===== src/rtl/mac8_accumulate.sv =====
// Pipelined multiply-accumulate stage: vm8bit products summed LEN at a time.
// Optional macro MAC8_SATURATE_EN clamps the accumulator instead of wrapping.

module vm8bit (
  input  logic [7:0]  a,
  input  logic [7:0]  b,
  output logic [15:0] p
);
  function automatic logic [3:0] vm2(input logic [1:0] x, input logic [1:0] y);
    logic c1;
    c1 = (x[1] & y[0]) & (x[0] & y[1]);
    return {(x[1] & y[1]) & c1, (x[1] & y[1]) ^ c1,
            (x[1] & y[0]) ^ (x[0] & y[1]), x[0] & y[0]};
  endfunction

  // Urdhva-tiryagbhyam: four half-width crosswise products, shifted and summed
  function automatic logic [7:0] vm4(input logic [3:0] x, input logic [3:0] y);
    logic [3:0] q0, q1, q2, q3;
    q0 = vm2(x[1:0], y[1:0]);
    q1 = vm2(x[3:2], y[1:0]);
    q2 = vm2(x[1:0], y[3:2]);
    q3 = vm2(x[3:2], y[3:2]);
    return {4'b0, q0} + {2'b0, q1, 2'b0} + {2'b0, q2, 2'b0} + {q3, 4'b0};
  endfunction

  logic [7:0] r0, r1, r2, r3;

  always_comb begin
    r0 = vm4(a[3:0], b[3:0]);
    r1 = vm4(a[7:4], b[3:0]);
    r2 = vm4(a[3:0], b[7:4]);
    r3 = vm4(a[7:4], b[7:4]);
    p  = {8'b0, r0} + {4'b0, r1, 4'b0} + {4'b0, r2, 4'b0} + {r3, 8'b0};
  end
endmodule

module mac8_accumulate #(
  parameter int ACC_W = 20,
  parameter int LEN   = 8
) (
  input  logic             clk,
  input  logic             rst,
  input  logic             clear,
  input  logic             in_valid,
  output logic             in_ready,
  input  logic [7:0]       in_a,
  input  logic [7:0]       in_b,
  output logic             out_valid,
  input  logic             out_ready,
  output logic [ACC_W-1:0] out_sum,
  output logic             out_ovf,
  output logic             busy
);
  typedef enum logic [1:0] {ACC, DRAIN, DONE} state_t;

  state_t           state, state_nxt;
  logic [7:0]       a_q, b_q, cnt;
  logic             v1, v2, ovf_q;
  logic [15:0]      prod_q, prod_w;
  logic [ACC_W-1:0] acc;
  logic [ACC_W:0]   sum_w;
  logic             accept, last_in, last_prod, handshake;

  vm8bit u_mul (.a(a_q), .b(b_q), .p(prod_w));

  assign accept    = in_valid & in_ready;
  assign last_in   = accept && (cnt == 8'(LEN - 1));
  // In DRAIN nothing new is accepted, so the last product is the one in S2 with S1 empty
  assign last_prod = (state == DRAIN) && v2 && !v1;
  assign handshake = (state == DONE) && out_ready;
  assign sum_w     = {1'b0, acc} + (ACC_W + 1)'(prod_q);

  assign out_valid = (state == DONE);
  assign out_sum   = acc;
  assign out_ovf   = ovf_q;

  always_ff @(posedge clk or posedge rst) begin
    if (rst) state <= ACC;
    else     state <= state_nxt;
  end

  always_comb begin
    state_nxt = state;
    case (state)
      ACC:     if (last_in)   state_nxt = DRAIN;
      DRAIN:   if (last_prod) state_nxt = DONE;
      DONE:    if (out_ready) state_nxt = ACC;
      default: state_nxt = ACC;
    endcase
    if (clear) state_nxt = ACC;
  end

  always_ff @(posedge clk or posedge rst) begin
    if (rst) begin
      in_ready <= 1'b0;
      busy     <= 1'b0;
      v1       <= 1'b0;
      v2       <= 1'b0;
      a_q      <= '0;
      b_q      <= '0;
      prod_q   <= '0;
      cnt      <= '0;
      acc      <= '0;
      ovf_q    <= 1'b0;
    end else if (clear) begin
      in_ready <= 1'b1;
      busy     <= 1'b0;
      v1       <= 1'b0;
      v2       <= 1'b0;
      cnt      <= '0;
      acc      <= '0;
      ovf_q    <= 1'b0;
    end else begin
      in_ready <= (state_nxt == ACC);
      v1       <= accept;
      v2       <= v1;
      if (accept) begin
        a_q <= in_a;
        b_q <= in_b;
      end
      if (v1) prod_q <= prod_w;
      if (handshake)   cnt <= '0;
      else if (accept) cnt <= cnt + 8'd1;
      if (handshake)   busy <= 1'b0;
      else if (accept) busy <= 1'b1;
      if (handshake) begin
        acc   <= '0;
        ovf_q <= 1'b0;
      end else if (v2) begin
`ifdef MAC8_SATURATE_EN
        if (sum_w[ACC_W]) begin
          acc   <= '1;
          ovf_q <= 1'b1;
        end else begin
          acc <= sum_w[ACC_W-1:0];
        end
`else
        acc <= sum_w[ACC_W-1:0];
        if (sum_w[ACC_W]) ovf_q <= 1'b1;
`endif
      end
    end
  end
endmodule


===== config.mk =====
export PLATFORM = sky130hd
export DESIGN_NAME = mac8_accumulate
export DESIGN_NICKNAME = d
export VERILOG_FILES = /design/src/rtl/mac8_accumulate.sv
export SDC_FILE = /design/constraint.sdc
export NUM_CORES = 1
export LEC_CHECK = 0
export ABC_AREA = 1
export CAP_MARGIN = 20
export CORE_MARGIN = 8
export CORE_UTILIZATION = 50
export DETAILED_ROUTE_END_ITERATION = 8
export GPL_TIMING_DRIVEN = 0
export PLACE_DENSITY_LB_ADDON = 0.1
export SYNTH_ARGS = -nofsm -noshare
export SYNTH_HDL_FRONTEND = slang
export SYNTH_SLANG_ARGS = --single-unit

===== constraint.sdc =====
create_clock -name clk -period 5.9 [get_ports clk]
set_input_delay 0.59 -clock clk [delete_from_list [all_inputs] [get_ports clk]]
set_output_delay 0.59 -clock clk [all_outputs]
set_load 0.005 [all_outputs]

* Word-level counts from Yosys, hierarchy flattened
Index checks and enable logic that the tools add are counted.
** Storage, ports and cells
- Register bits :: 67
- Bits of input ports :: 21
- Output and inout bits :: 24
- Logic and storage cells :: 195
** Operators by class
- $add $sub $neg :: 17
- Equality and inequality tests :: 3
- Multiplexer cells :: 21
- Bitwise logic cells :: 130
- Reduce and logical (&&, ||, !) cells :: 13
** Operator list (count)
- bitwise AND 1 bit :: 97
- 2-to-1 mux 20 bit :: 3
- adder 8 x 6 -> 8 bit :: 4
- adder 8 bit :: 4
- bitwise XOR 1 bit :: 32
- adder 4 x 6 -> 7 bit :: 4
- 2-to-1 mux 8 bit :: 3
- adder 20 x 16 -> 21 bit :: 1
- adder 16 x 12 -> 16 bit :: 1
- adder 16 bit :: 1
- adder 8 x 12 -> 13 bit :: 1
- 2-to-1 mux 1 bit :: 10
- nonzero test 3 bit :: 3
- adder 8 x 1 -> 8 bit (second input constant) :: 1
- equality test 8 x 3 -> 1 bit (second input constant) :: 1
- 2-to-1 mux 2 bit :: 4
- case mux 2 bit (3 select lines) :: 1
- AND reduction 2 bit :: 3
- logical AND 1 bit :: 4
- logical NOT 2 bit :: 2
- equality test 2 x 1 -> 1 bit (second input constant) :: 1
- equality test 2 bit (second input constant) :: 1
- logical NOT 1 bit :: 1
- NOT 1 bit :: 1

* Longest topological paths before layout
- Depth in word-level cells :: 9
- Depth in mapped cells :: 35
- Gate-level depth less buffers :: 34

* Hierarchy
Synthesis repeated with hierarchy kept, for this count alone.
** Second synthesis, totals
- Cells, all modules :: 931
- Area, all modules :: 6433.7 µm²
** By module, submodules not included
- mac8_accumulate :: times used 1, cells an instance 531, area each 3833.7 µm², seq. area each 1676.6 µm²
- vm8bit :: times used 1, cells an instance 400, area each 2600.0 µm², seq. area each 0.0 µm²

* Worst setup path after synthesis
OpenSTA, ideal clock, no wires.
- Path type :: flip-flop to flip-flop
- Start point :: reg b_q[0]
- End point :: reg prod_q[15]
- Library setup time :: 0.118 ns
- Arrival :: 5.683 ns
- Data required time :: 5.782 ns
- Setup slack :: 0.099 ns
- Stages on the path, launching flop included :: 31
- Path buffers :: 1
- Period minus slack after synthesis :: 5.801 ns
- Cells stage by stage :: dfrtp_1 -> clkbuf_1 -> nand2_1 -> inv_1 -> ha_1 -> ha_1 -> ha_1 -> inv_1 -> fa_1 -> xor2_1 -> fa_1 -> fa_1 -> xnor2_1 -> inv_1 -> fa_1 -> o21ai_0 -> nand3_1 -> xnor2_1 -> fa_1 -> inv_1 -> ha_1 -> nand2_1 -> inv_1 -> nand2_1 -> nand2_1 -> nor2_1 -> nor2_1 -> nand2_1 -> nand3_1 -> nand3_1 -> nand2_1
** On the way
- Longest elaborated chain between the ends :: 9
- Elaborated cells on any way between the ends :: 33
- Those cells by class :: add/sub (9); bitwise (24)
** RTL lines
- start: declaration :: line 57 : logic [7:0] a_q, b_q, cnt;
- start signal: assignment :: line 119 : b_q <= in_b;
- bitwise AND 1 bit :: line 11, 13
- bitwise AND 1 bit :: line 11 : c1 = (x[1] & y[0]) & (x[0] & y[1]);
- bitwise XOR 1 bit or bitwise AND 1 bit (tied branches) :: line 12 : return {(x[1] & y[1]) & c1, (x[1] & y[1]) ^ c1,
- adder 4 x 6 -> 7 bit :: line 23 : return {4'b0, q0} + {2'b0, q1, 2'b0} + {2'b0, q2, 2'b0} + {q3, 4'b0};
- adder 8 x 6 -> 8 bit :: line 23
- adder 8 bit :: line 23
- adder 8 x 12 -> 13 bit (*) :: line 33 : p = {8'b0, r0} + {4'b0, r1, 4'b0} + {4'b0, r2, 4'b0} + {r3, 8'b0};
- adder 16 x 12 -> 16 bit (*) :: line 33
- adder 16 bit (*) :: line 33
- end signal: assignment :: line 121 : if (v1) prod_q <= prod_w;
- end: declaration :: line 59 : logic [15:0] prod_q, prod_w;
Mark *: on every way between the ends. The rest lies on a longest branch, timed or not.
A chain may end at the register's enable or synchronous reset.

* Worst setup path after layout
- Start point :: reg a_q[0]
- End point :: reg prod_q[12]
** On the way
- Longest elaborated chain between the ends :: 9
- Elaborated cells on any way between the ends :: 33
- Those cells by class :: add/sub (9); bitwise (24)
** RTL lines
- start: declaration :: line 57
- start signal: assignment :: line 118 : a_q <= in_a;
- bitwise AND 1 bit :: line 11, 13
- bitwise AND 1 bit :: line 11
- bitwise XOR 1 bit or bitwise AND 1 bit (tied branches) :: line 12
- adder 4 x 6 -> 7 bit :: line 23
- adder 8 x 6 -> 8 bit :: line 23
- adder 8 bit :: line 23
- adder 8 x 12 -> 13 bit :: line 33
- adder 16 x 12 -> 16 bit (*) :: line 33
- adder 16 bit (*) :: line 33
Marked as above.

==> impl_metrics.ini <==
[sta]
setup-violations-final = 0
finalHoldViolations = 0
finalCritPeriodShare_pct = 95.8
skew_ns = 0.00816
max_slew.worst_pin.slew_ns = 0.848
slew_viol_final = 0
fin_ws_ns = 0.248
fmax_ghz = 0.177
finalCriticalPeriod_ns = 5.65
slew-limit-headroom_pct = 43.5

[detailed_routing]
via_per_inst = 4.85
drt_wl_total_um = 15200
routed-via-count = 5693
initialDrtViolationCount = 307
drcViolationCount = 0
avgRoutedWirePerCell_um = 13.0
ant_nets = 0
dr.pass1.iters = 4

[logic_synthesis]
synth_flop_cell = dfrtp_1
synth_cells = 933
syn_nets = 1076
yosysSeqAreaShare_pct = 25.3
async_reset_ff_share_pct = 100
ys_ff_latch = 67
mappedNetlistArea_um2 = 6620
synth_edf_count = 0
ys_warn_count = 0
synth_area_per_cell_um2 = 7.09
synth_cell_type_count = 35

[global_route]
grt_pass1_wl_um = 25600
grt_max_degree = 68
grtUsageTotal_pct = 18.8
antenna_found_initial = 0
grt_pass1_vias = 5490
overflow = 0

[pwr]
p_leak_nw = 4.58
power_density_nw_per_um2 = 282
ir_drop_mv = 0.155

[floorplanning]
core-area_um2 = 13100
io_pins = 45
die_x_um = 131
start_util_pct = 50.6
dieHeight_um = 131
num_rows = 42
die_area_um2 = 17200

[worst_setup_path]
timing.rr.start = a_q[0]
cpMaxStageDelayCell = fa_1
worst_ep_required_time_ns = 6.12
crit_type = reg2reg
cp-end-kind = flop
cpMostUsedCell = nand2_1
worstPathArrival_ns = 5.87
startpoint = a_q[0]
crit_path_start_kind = flop
critPathMaxStageDelay_ns = 0.60
crit_fanout = 4

[clock_network]
cts_sinks = 67
cts_tree = done
clock_path_buffers = 2
clk_pin_slew_ns = 0.06
htree_levels = 3
clockRootBuffer = clkbuf_16
cts_buffers = 9
insertion_delay_ns = 0.34

[placement]
io_buffers = 44
gp_congestion = 0.870
post-place-ws_ns = -0.516
dp_hpwl_um = 11500

[hold_path]
min_from = prod_q[6]
hp-class = reg2reg

[finish]
fin_util_pct = 59.9
antenna_cells = 0
num-nets-final = 1135
layout-drive-gt1-share_pct = 7.62
syn2layout_area_growth_pct = 18.4

[run_status]
status = complete, no violations

[job]
drv_cap = 0
==> cells in the final DEF (no fill, tap or decap), drive strengths merged <==
master           n
o21ai           34
inv            177
nand2          307
nand4            3
clkinvlp         2
dfrtp           67
a32o             1
clkdlybuf4s50   44
xnor2           15
buf             14
clkbuf          24
nor3             8
or2              2
xor2            14
a21o             2
nor3b            1
nand3b           1
ha              99
a21oi           49
o211ai           1
nor2            53
a22o             2
fa              23
nand3           44
o21bai           1
and2             3
a31oi            4
bufinv           2
==> metal layers <==
metal,share of wire (%),track usage (%),vias to the layer above,wire length (um)
met2,48,32.1,60,7230
met5,0,0,-,0
met3,3.1,3.04,26,464
met1,46,22.8,2598,7030
met4,3.1,8.31,0,467
li1,-,-,3009,-
==> logic make-up after synthesis <==
group	after synthesis	synth area share, %
flip-flops	67	25.3
adder cells (fa/ha/maj)	122	25.7
AO/OA/AOI/OAI	94	7.53
XOR/XNOR	29	3.84
AND/OR/NAND/NOR	422	26.0
buffers and inverters	199	11.6
==> sequential cells by signal, indices dropped and copies added (netlist names) <==
| register | flops |
|---|---|
| a_q | 8 |
| prod_q | 16 |
| b_q | 8 |
| state | 2 |
| out_ovf | 1 |
| v2 | 1 |
| busy | 1 |
| out_sum | 20 |
| in_ready | 1 |
| v1 | 1 |
| cnt | 8 |
==> Yosys cell counts (2+ instances only) <==
| cell | number | share of area [%] |
|---|---|---|
| buf_2 | 3 | 0.23 |
| a31oi_1 | 4 | 0.38 |
| o21ai_1 | 3 | 0.23 |
| nand2_2 | 2 | 0.19 |
| o21ai_0 | 31 | 2.3 |
| nand2_1 | 302 | 17 |
| a21o_1 | 2 | 0.23 |
| or2_2 | 2 | 0.19 |
| nand4_1 | 3 | 0.28 |
| inv_2 | 2 | 0.11 |
| nor2_1 | 51 | 2.9 |
| clkbuf_1 | 19 | 1.1 |
| nand3_1 | 44 | 3.3 |
| and2_1 | 3 | 0.28 |
| dfrtp_1 | 67 | 25 |
| xnor2_1 | 15 | 2.0 |
| nor3_1 | 8 | 0.61 |
| a22o_1 | 2 | 0.26 |
| fa_1 | 23 | 7.0 |
| xor2_1 | 14 | 1.9 |
| nand2_4 | 2 | 0.34 |
| inv_1 | 172 | 9.8 |
| ha_1 | 99 | 19 |
| a21oi_1 | 49 | 3.7 |
==> critical path: cells and delay by family (launching register included) <==
kind                       cells  cell delay (ns)
and+or+nand+nor                9             0.75
xor gates and xnor gates       4             0.69
DFF                            1             0.45
adders and majority gates      9             2.81
AOI/OAI and AO/OA              4             0.58
buffers and inverters          4             0.22
==> cell type report <==
cell class | count | area, um^2
Buffer | 17 | 75.1
Clock buffer | 11 | 253
Inverter | 176 | 671
Clock inverter | 5 | 83.8
Multi-Input combinational cell | 667 | 4340
Timing Repair Buffer | 54 | 515
Sequential cell | 67 | 1680
Fill cell | 1221 | 5250
Tap cell | 176 | 220
==> metrics by stage <==
step | setup TNS, ns | cells | power (W) | hold WS, ns | area [um^2]
after floorplan | 0 | 933 | 0.00125 | 0.446 | 6620
after global placement | -1.57 | 1153 | 0.00146 | 0.461 | 7280
after detailed placement | -2.02 | 1153 | 0.00146 | 0.467 | 7280
after CTS | 0 | 1172 | 0.00213 | 0.482 | 7670
after global routing | -0.0596 | 1173 | 0.00239 | 0.516 | 7840
final | 0 | 1173 | 0.00221 | 0.475 | 7840
==> what timing repair did <==
item | 4_1_cts | 5_1_grt
hold buffers | 0 | 0
gates resized for setup | 9 | 30
setup endpoints to repair | 7 | 7
pin swaps | 2 | 26
setup buffers | 7 | 3
==> final timing paths <==
path / slack, ns / cells after the start / endpoint
setup / recovery: 0.25 / 30 / prod_q[12]
min in group asynchronous: 0.78 / 2 / a_q[0]
hold / removal: 0.48 / 2 / prod_q[6]
setup reg to reg: 0.25 / 30 / prod_q[12]
max in group asynchronous: 4.52 / 2 / b_q[1]
hold reg to reg: 0.48 / 2 / prod_q[6]
==> report_power, final <==
group	internal (W)	switching, W	total, W
Combinational	0.000408	0.000605	0.00101
Clock	0.000395	0.000226	0.000621
Sequential	0.000525	0.0000506	0.000575
(Power assumes the default switching activity.)
